### config.mk
export PLATFORM = sky130hd
export DESIGN_NAME = bit_stuffer
export DESIGN_NICKNAME = d
export VERILOG_FILES = /design/src/rtl/usb_pkg.sv /design/src/rtl/counter.sv /design/src/rtl/bit_stuffer.sv
export SDC_FILE = /design/constraint.sdc
export NUM_CORES = 1
export LEC_CHECK = 0
export BUFFER_PORTS_ARGS = -buffer_cell sky130_fd_sc_hd__buf_2
export CORE_MARGIN = 3
export CORE_UTILIZATION = 40
export DETAILED_ROUTE_END_ITERATION = 6
export SYNTH_ARGS = -nofsm -noshare
export SYNTH_HDL_FRONTEND = slang
export SYNTH_SLANG_ARGS = --single-unit
### constraint.sdc
create_clock -name clk -period 3.5 [get_ports clk]
set_input_delay 0.7 -clock clk [delete_from_list [all_inputs] [get_ports clk]]
set_output_delay 0.7 -clock clk [all_outputs]
set_load 0.1 [all_outputs]
### src/rtl/usb_pkg.sv
// Shared USB transmit-path types and constants.
package usb_pkg;

    typedef enum logic [1:0] {STF_IDLE, STF_PASS, STF_STUFF} stuff_state_t;

    localparam int unsigned USB_MAX_ONES = 6;

endpackage

### src/rtl/counter.sv
// Generic up/down counter with synchronous clear and async active-low reset.
module counter #(
    parameter int unsigned WIDTH = 4
) (
    input  logic             clk,
    input  logic             rst_L,
    input  logic             clr_cnt,
    input  logic             inc_cnt,
    input  logic             up,
    output logic [WIDTH-1:0] cnt
);

    logic [WIDTH-1:0] r_cnt;

    always_ff @(posedge clk or negedge rst_L) begin
        if (!rst_L) begin
            r_cnt <= '0;
        end else if (clr_cnt) begin
            r_cnt <= '0;
        end else if (inc_cnt) begin
            r_cnt <= up ? r_cnt + 1'b1 : r_cnt - 1'b1;
        end
    end

    assign cnt = r_cnt;

endmodule

### src/rtl/bit_stuffer.sv
// USB bit stuffer: inserts a 0 after every MAX_ONES consecutive 1s and
// stalls the upstream CRC stage for the inserted bit.
module bit_stuffer
    import usb_pkg::*;
#(
    parameter int unsigned MAX_ONES    = USB_MAX_ONES,
    parameter int unsigned STUFF_CNT_W = 8
) (
    input  logic                   clk,
    input  logic                   rst_L,
    input  logic                   inb,
    input  logic                   recving,
    input  logic                   pause_out,
    output logic                   pause_in,
    output logic                   outb,
    output logic                   sending,
    output logic [STUFF_CNT_W-1:0] stuffed_cnt
);

    localparam int unsigned          ONES_W    = $clog2(MAX_ONES + 1);
    localparam logic [ONES_W-1:0]    ONES_LAST = ONES_W'(MAX_ONES - 1);

    stuff_state_t           r_state;
    stuff_state_t           w_next;
    logic [ONES_W-1:0]      w_ones;
    logic                   w_clr_ones;
    logic                   w_inc_ones;
    logic                   w_start;
    logic                   w_stuff_done;
    logic                   w_active;
    logic [STUFF_CNT_W-1:0] r_stuffed;

    counter #(
        .WIDTH (ONES_W)
    ) u_ones (
        .clk     (clk),
        .rst_L   (rst_L),
        .clr_cnt (w_clr_ones),
        .inc_cnt (w_inc_ones),
        .up      (1'b1),
        .cnt     (w_ones)
    );

    always_ff @(posedge clk or negedge rst_L) begin
        if (!rst_L) begin
            r_state <= STF_IDLE;
        end else begin
            r_state <= w_next;
        end
    end

    // IDLE forwards the first bit combinationally; gating with rst_L keeps
    // the outputs at 0 while reset is held even if recving is already high.
    assign w_active = (r_state == STF_PASS) || ((r_state == STF_IDLE) && recving && rst_L);

    always_comb begin
        w_next       = r_state;
        w_clr_ones   = 1'b0;
        w_inc_ones   = 1'b0;
        w_start      = 1'b0;
        w_stuff_done = 1'b0;
        outb         = 1'b0;
        sending      = 1'b0;
        pause_in     = 1'b0;
        unique case (r_state)
            STF_IDLE, STF_PASS: begin
                if (w_active) begin
                    w_start  = (r_state == STF_IDLE);
                    sending  = 1'b1;
                    outb     = inb;
                    pause_in = pause_out;
                    w_next   = STF_PASS;
                    if (!recving) begin
                        w_next     = STF_IDLE;
                        w_clr_ones = 1'b1;
                    end else if (!pause_out) begin
                        if (inb && (w_ones == ONES_LAST)) begin
                            w_clr_ones = 1'b1;
                            w_next     = STF_STUFF;
                        end else if (inb) begin
                            w_inc_ones = 1'b1;
                        end else begin
                            w_clr_ones = 1'b1;
                        end
                    end
                end
            end
            STF_STUFF: begin
                sending  = 1'b1;
                pause_in = 1'b1;
                if (!pause_out) begin
                    w_stuff_done = 1'b1;
                    w_next       = recving ? STF_PASS : STF_IDLE;
                end
            end
            default: w_next = STF_IDLE;
        endcase
    end

    always_ff @(posedge clk or negedge rst_L) begin
        if (!rst_L) begin
            r_stuffed <= '0;
        end else if (w_start) begin
            r_stuffed <= '0;
        end else if (w_stuff_done && (r_stuffed != '1)) begin
            r_stuffed <= r_stuffed + 1'b1;
        end
    end

    assign stuffed_cnt = r_stuffed;

endmodule

# Word-level counts from Yosys, hierarchy flattened
# Index checks and enable logic that the tools add are counted.
[op_classes] reduce_logical=10 mux=33 add_sub_neg=2 n_eq_ne=6
[op_table] op="two-way mux 1 bit" count=21
[op_table] op="two-way mux 8 bit" count=2
[op_table] op="two-way mux 2 bit" count=5
[op_table] op="adder 8 x 1 -> 8 bit (second input constant)" count=1
[op_table] op="!= test 8 bit (second input constant)" count=1
[op_table] op="two-way mux 3 bit" count=2
[op_table] op="logical AND 1 bit" count=4
[op_table] op="!= test 2 bit (second input constant)" count=2
[op_table] op="case mux 1 bit (2 select lines)" count=2
[op_table] op="case mux 2 bit (2 select lines)" count=1
[op_table] op="nonzero test 2 bit" count=2
[op_table] op="adder 3 x 1 -> 3 bit (second input constant)" count=1
[op_table] op="equality test 3 bit (second input constant)" count=1
[op_table] op="equality test 2 x 1 -> 1 bit (second input constant)" count=1
[op_table] op="equality test 2 bit (second input constant)" count=1
[op_table] op="logical NOT 2 bit" count=1
[op_table] op="AND reduction 2 bit" count=1
[op_table] op="OR reduction 2 bit" count=1
[op_table] op="logical OR 1 bit" count=1
[totals] wordCells=54 output_inout_bits=11 register_bits=13 input_bits=5

# Longest topological paths before layout
# Gate-level depths: netlist of run 1.
[depth] word_depth=9 depth_mapped=6 ltp_nobuf=6

# By module
# Synthesis of run 1 repeated with hierarchy kept, for this count alone.
[hier_totals] cells_unflattened=87 hier_area_um2=842.1
[by_module_without_submodules] mod="bit_stuffer" area_per_inst_um2=679.4 seq_area_each_um2=250.2 cells_per_inst=72 n_inst=1
[by_module_without_submodules] mod="counter" area_per_inst_um2=162.7 seq_area_each_um2=75.1 cells_per_inst=15 n_inst=1

# Worst setup path before layout of run 1
# No wires, ideal clock.
[synth_timing] path_kind="input to output" start="in recving" end="out pause_in" arrival_time_ns=3.906 path_slack_ns=-1.106 n_path_buf=1 t_required_ns=2.800 stages=4 cell_sequence="clkbuf_2 a211oi_1 a21oi_1 nor2b_1"
[synth_via] elab_chain_len=5
[synth_rtl] element="start, declared" line_no="bit_stuffer.sv:12" text="input logic recving,"
[synth_rtl] element="logical AND 1 bit (2 in series)" line_no="bit_stuffer.sv:54" text="assign w_active = (r_state == STF_PASS) || ((r_state == STF_IDLE) && recving && rst_L);"
[synth_rtl] element="logical OR 1 bit" line_no="bit_stuffer.sv:54"
[synth_rtl] element="two-way mux 1 bit" line_no="bit_stuffer.sv:67" text="if (w_active) begin"
[synth_rtl] element="case mux 1 bit (2 select lines)" line_no="bit_stuffer.sv:65" text="unique case (r_state)"
[synth_rtl] element="end, declared" line_no="bit_stuffer.sv:14" text="output logic pause_in,"
# No other way between the ends.

# Worst setup path after layout of run 1
[layout_timing] start="in rst_L" end="out pause_in"
[layout_via] elab_chain_len=4
[layout_rtl] element="start, declared" line_no="bit_stuffer.sv:10" text="input logic rst_L,"
[layout_rtl] element="logical AND 1 bit" line_no="bit_stuffer.sv:54"
[layout_rtl] element="logical OR 1 bit" line_no="bit_stuffer.sv:54"
[layout_rtl] element="two-way mux 1 bit" line_no="bit_stuffer.sv:67"
[layout_rtl] element="case mux 1 bit (2 select lines)" line_no="bit_stuffer.sv:65"
# No other way between the ends.

==> impl_results.md, run 1 <==
- Initial Util: 0.4369
- Reported net switching power: 0.08606 mW
- Count of state elements after synthesis: 13
- Critical path fanouts, max: 18
- Sink Count: 13
- Drt total wl: 1400 µm
- Final Total Pwr: 0.2942 mW
- WS Path Type: in2out
- HP Class: in2async
- Post-CTS Setup Inserts: 0
- Post-synthesis sequential area ratio: 0.4221
- Post-Place Cell Area: 857.1 µm²
- Distinct cells, synth: 28
- Die area: 2490 µm²
- Yosys warnings: 0
- Routed vias: 618
- Port-buffer cells: 15
- Hold buffer count at CTS: 0
- Net Count, Synth: 87
- IO Count: 16
- Max-cap check violation count: 0
- Worst-path clk slew: 80 ps
- CTS H-Tree Depth: 1
- Reg-to-reg slack, setup: 1730 ps
- Hold WS: 329.7 ps
- Static leakage: 0.4384 nW
- # resized after CTS: 0
- Post-DRT Antenna Nets: 0
- Post-Syn Area: 770.7 µm²
- Final setup viols: 0
- Endpoints failing hold: 0
- Clock power frac: 0.302
- Final clock skew: 7.498 ps
- Layout area overhead: 14.77%
- Unrepaired setup endpoints after global routing: no
- Fmax: 0.3925 GHz
- P_int: 0.2081 mW
- CP Launch Type: input pin
- Relative max-transition margin: 0.6468
- Worst Tran Pin Value: 526.6 ps
- ANT cells: 0
- Total global-route track usage: 0.1411
- FF-to-FF Start: r_state[1]$_DFFE_PN0P_
- Initial antenna violation count: 0
- Period utilisation layout: 0.7280
- Comb pwr share: 0.162
- DR pass1 iterations: 2
- First-pass GRT wire length: 2691 µm
- Worst EP arrival: 1850 ps
- DP Worst Slack: 915.8 ps
- Post-layout net count: 103
- Detailed Place HPWL: 1037 µm
- Wire length per cell: 11.76 µm
- CTS Buffer Depth: 2
- Leading cell type in the layout, fill and taps excluded: buf_2
- DR vias/cell: 5.193
- Mapped Cells: 79
- Most frequent cells in the layout: buf_2, dfrtp_1, nand2_1
- Clk_lat worst skew: 270 ps
- CP required: 2800 ps
- Clk root buf: clkbuf_4
- Max IR drop VDD: 0.2379 mV
- Final worst setup slack: 952.0 ps
- Min Tclk post-route: 2548 ps
- Reg2reg end: stuffed_cnt[4]$_DFFE_PN0P_
- Number of global-route vias before repair: 596
- GP Congestion: 0.7181
- Global route overflow: 0
- Largest net degree at the start of global routing: 19
- Mean Syn Cell Area: 9.756 µm²
- Sequential share of power: 0.536
- Power per cell area: 332.6 nW/µm²
- Crit. End Element: primary output
- DRT iter0 DRCs: 1
- Die W: 49.90 µm
- Row Count: 15
- Status: finished, final reports clean
- Reg2Reg Depth: 4
- Layout cell share with drive strength beyond 1: 0.2766
- CTS tree: done
- Total CTS buffers: 3
- Fin area: 884.6 µm²
- Die H: 49.90 µm
- Switch share: 0.2926
- Fin util: 0.5014
- Total core area: 1764 µm²
- Post-route DRC: 0
- Final Max Slew Viols: 0
[power groups by stage]
stage / clock, mW / sequential, mW / combinational (mW)
finish: 0.0889 / 0.158 / 0.0476
global route: 0.104 / 0.159 / 0.0531
CTS: 0.0943 / 0.158 / 0.0483
detailed placement: 0 / 0.161 / 0.0483
global placement: 0 / 0.160 / 0.0478
floorplan: 0 / 0.159 / 0.0397
[how the worst max path moves through the flow]
stage / from / end / slack [ps] / cells past startpoint
after floorplan: recving / pause_in / -3 / 4
after global placement: rst_L / pause_in / 930 / 5
after detailed placement: rst_L / pause_in / 920 / 5
after CTS: rst_L / pause_in / 920 / 5
after global routing: rst_L / pause_in / 810 / 5
final: rst_L / pause_in / 950 / 5
[state kept, by name, indices dropped and copies added (netlist names)]
signal and flops:
r_state 2, stuffed_cnt 8, u_ones.cnt 3
[cells in the mapped netlist]
| master | instances | area [µm²] |
|---|---|---|
| mux2i_1 | 8 | 80.08 |
| o21ai_1 | 1 | 5.000 |
| a221oi_1 | 1 | 8.760 |
| dfrtp_1 | 13 | 325.3 |
| nor3b_1 | 1 | 7.510 |
| nand2_1 | 10 | 37.54 |
| nor2b_1 | 1 | 6.260 |
| o21ai_0 | 3 | 15.01 |
| nand3_1 | 5 | 25.02 |
| and3_1 | 3 | 18.77 |
| nor3_1 | 1 | 5.000 |
| nand4_1 | 4 | 25.02 |
| buf_6 | 2 | 22.52 |
| clkbuf_2 | 1 | 5.000 |
| a21oi_1 | 4 | 20.02 |
| a31oi_4 | 1 | 21.27 |
| nand3b_1 | 1 | 7.510 |
| a211oi_1 | 2 | 15.01 |
| clkbuf_1 | 1 | 3.750 |
| nor2_1 | 4 | 15.01 |
| ha_1 | 3 | 37.54 |
| mux2_2 | 1 | 11.26 |
| and4_1 | 1 | 8.760 |
| inv_1 | 3 | 11.26 |
| o2bb2ai_1 | 1 | 8.760 |
| or2_2 | 1 | 6.260 |
| or3b_4 | 1 | 11.26 |
| nand2b_1 | 1 | 6.260 |
[cells by family (layout without fill, tap and decap cells)]
family / count (synthesis) / in the layout / synth area share
buf+inv: 7 / 22 / 0.05518
simple gates: 34 / 34 / 0.2338
mux: 9 / 9 / 0.1185
compound gates: 13 / 13 / 0.1217
fa+ha+maj: 3 / 3 / 0.04871
flops: 13 / 13 / 0.4221
[routing by layer]
layer	part of all wire	track usage	vias up
li1	-	-	316
met1	0.50	0.1890	291
met2	0.45	0.2093	9
met3	0.044	0.05438	2
met4	0.0057	0.04147	0
met5	0	0	-
[critical path, cell delays in order]
cell and delay (ps):
buf_2 310, a211oi_1 150, a21oi_2 130, nor2b_2 130
buf_2 420
[final cells by class]
type                            count  area [µm²]
Multi-Input combinational cell     59       414.1
Tap cell                           25       31.28
Fill cell                         184       879.6
Clock buffer                        3       22.52
Sequential cell                    13       325.3
Clock inverter                      1       5.005
Inverter                            3       11.26
Timing Repair Buffer               15       75.07
[per-stage QoR]
step	setup TNS [ps]	cells
after floorplan	-3.241	79
after global placement	0	115
after detailed placement	0	115
after CTS	0	119
after global routing	0	119
final	0	119
Power figures use the tool's default switching activity.
==> run 2, diff against run 1 <==
==> constraint.sdc (replaced) <==
create_clock -name clk -period 2.36 [get_ports clk]
set_input_delay 0.472 -clock clk [delete_from_list [all_inputs] [get_ports clk]]
set_output_delay 0.472 -clock clk [all_outputs]
set_load 0.1 [all_outputs]
==> impl_results.md, run 2 (synthesis results as in run 1) <==
- Sink Count: 13 (unchanged)
- Clk_lat worst skew: 280 ps (about the same)
- Post-DRT Antenna Nets: 0 (unchanged)
- Wire length per cell: 12.49 µm (+6.2%)
- IO Count: 16 (unchanged)
- CTS H-Tree Depth: 1 (unchanged)
- DR pass1 iterations: 4 (+2)
- Die W: 49.90 µm (unchanged)
- Total CTS buffers: 3 (unchanged)
- First-pass GRT wire length: 2746 µm (+2.0%)
- Period utilisation layout: 0.8557
- Max-cap check violation count: 0 (unchanged)
- Max IR drop VDD: 0.2996 mV (+26%)
- Endpoints failing hold: 0 (unchanged)
- CP Launch Type: register
- Reg-to-reg slack, setup: 530 ps (-1200 ps)
- Final Total Pwr: 0.4602 mW (+56%)
- WS Path Type: reg2out
- Initial Util: 0.4369 (unchanged)
- CTS tree: done
- Total core area: 1764 µm² (unchanged)
- Initial antenna violation count: 0 (unchanged)
- Drt total wl: 1499 µm (+7.1%)
- Clk root buf: clkbuf_4
- Most frequent cells in the layout: buf_2, dfrtp_1, nand2_1
- Largest net degree at the start of global routing: 17 (-2)
- Crit. End Element: primary output
- Static leakage: 0.4559 nW (+4.0%)
- Total global-route track usage: 0.1448 (+0.003630)
- Detailed Place HPWL: 1111 µm (+7.1%)
- Critical path fanouts, max: 11 (-7)
- Port-buffer cells: 15 (unchanged)
- CP required: 1890 ps (-910 ps)
- HP Class: in2async
- Relative max-transition margin: 0.6386 (-0.008191)
- Post-layout net count: 104 (+0.97%)
- Hold buffer count at CTS: 0 (unchanged)
- Unrepaired setup endpoints after global routing: no
- Max FFs per register: 8 (unchanged)
- Filler instances: 185 (+0.54%)
- GP Congestion: 0.7443 (+3.6%)
- Row Count: 15 (unchanged)
- Fin util: 0.5355 (+0.03404)
- TNS Setup: 0 ps (unchanged)
- DRT iter0 DRCs: 14 (+13)
- Layout area overhead: 22.56%
- Layout cell share with drive strength beyond 1: 0.2842 (+0.007615)
- Number of global-route vias before repair: 626 (+5.0%)
- Global route overflow: 0 (unchanged)
- Die area: 2490 µm² (unchanged)
- Post-route DRC: 0 (unchanged)
- Die H: 49.90 µm (unchanged)
- Fmax: 0.4952 GHz
- Min Tclk post-route: 2019 ps
- Worst Tran Pin Value: 538.8 ps (+12.21 ps)
- Final clock skew: 1.158 ps (-6.340 ps)
- DR vias/cell: 5.308 (+2.2%)
- Worst EP arrival: 1550 ps (-300 ps)
- Final setup viols: 0 (unchanged)
- Post-CTS Setup Inserts: 0 (unchanged)
- Status: finished, final reports clean
- ANT cells: 0 (unchanged)
- Routed vias: 637 (+3.1%)
- Final Max Slew Viols: 0 (unchanged)
- CTS Buffer Depth: 2 (unchanged)
- # resized after CTS: 0 (unchanged)
- Worst-path clk slew: 80 ps (about the same)
- Power per cell area: 487.2 nW/µm² (+46%)
run 2: cell types whose count changed in the layout (fill, tap and decap cells not counted), sizes merged:
cell    change
buf         +1
clkbuf      +1
clkinv      -1
run 2: report_power, final:
part / switching [mW] / leakage (nW) / internal (mW) / total [mW]
clock: 0.0739 / 0.0150 / 0.0656 / 0.140
sequential: 0.00661 / 0.179 / 0.228 / 0.234
combinational: 0.0566 / 0.262 / 0.0299 / 0.0865
total: 0.137 / 0.456 / 0.323 / 0.460
run 2: worst max-delay path: stages, from the launching register on:
cell and delay [ps]:
dfrtp_1 610, a211oi_2 90, a21oi_4 130, buf_2 440
run 2: layout make-up:
cell class / count / area [µm²] / share of cell area
clock buffer: 4 / 26.28 / 0.02781
timing repair buffer: 16 / 112.6 / 0.1192
multi-input combinational: 59 / 437.9 / 0.4636
sequential: 13 / 325.3 / 0.3444
inverter: 3 / 11.26 / 0.01192
tap: 25 / 31.28 / 0.03311
run 2: routing by layer:
layer	global-route usage	vias to the layer above	wire length, µm
met4	0.08295	0	36
li1	-	318	-
met3	0.02115	5	44
met5	0	-	0
met2	0.2269	9	701
met1	0.1883	305	716
run 2: per-stage QoR:
step / area, µm² / setup WS, ps / hold WS (ps) / cells
detailed placement: 918.4 / 548.0 / 487.6 / 116
finish: 944.7 / 340.5 / 169.1 / 120
global route: 944.7 / 258.8 / 193.7 / 120
CTS: 944.7 / 331.6 / 181.2 / 120
floorplan: 807.0 / -49.23 / 176.4 / 79
global placement: 918.4 / 576.5 / 477.6 / 116
run 2: path summary, 6_finish.rpt:
check                                      startpoint                    endpoint  cells after the start
max                            r_state[1]$_DFFE_PN0P_                     sending                      3
min                                             rst_L  stuffed_cnt[0]$_DFFE_PN0P_                      2
max reg2reg                    r_state[1]$_DFFE_PN0P_  stuffed_cnt[7]$_DFFE_PN0P_                      4
min reg2reg                stuffed_cnt[6]$_DFFE_PN0P_  stuffed_cnt[6]$_DFFE_PN0P_                      1
max in group asynchronous                       rst_L   u_ones.cnt[0]$_DFFE_PN0P_                      2
min in group clk           stuffed_cnt[6]$_DFFE_PN0P_  stuffed_cnt[6]$_DFFE_PN0P_                      1
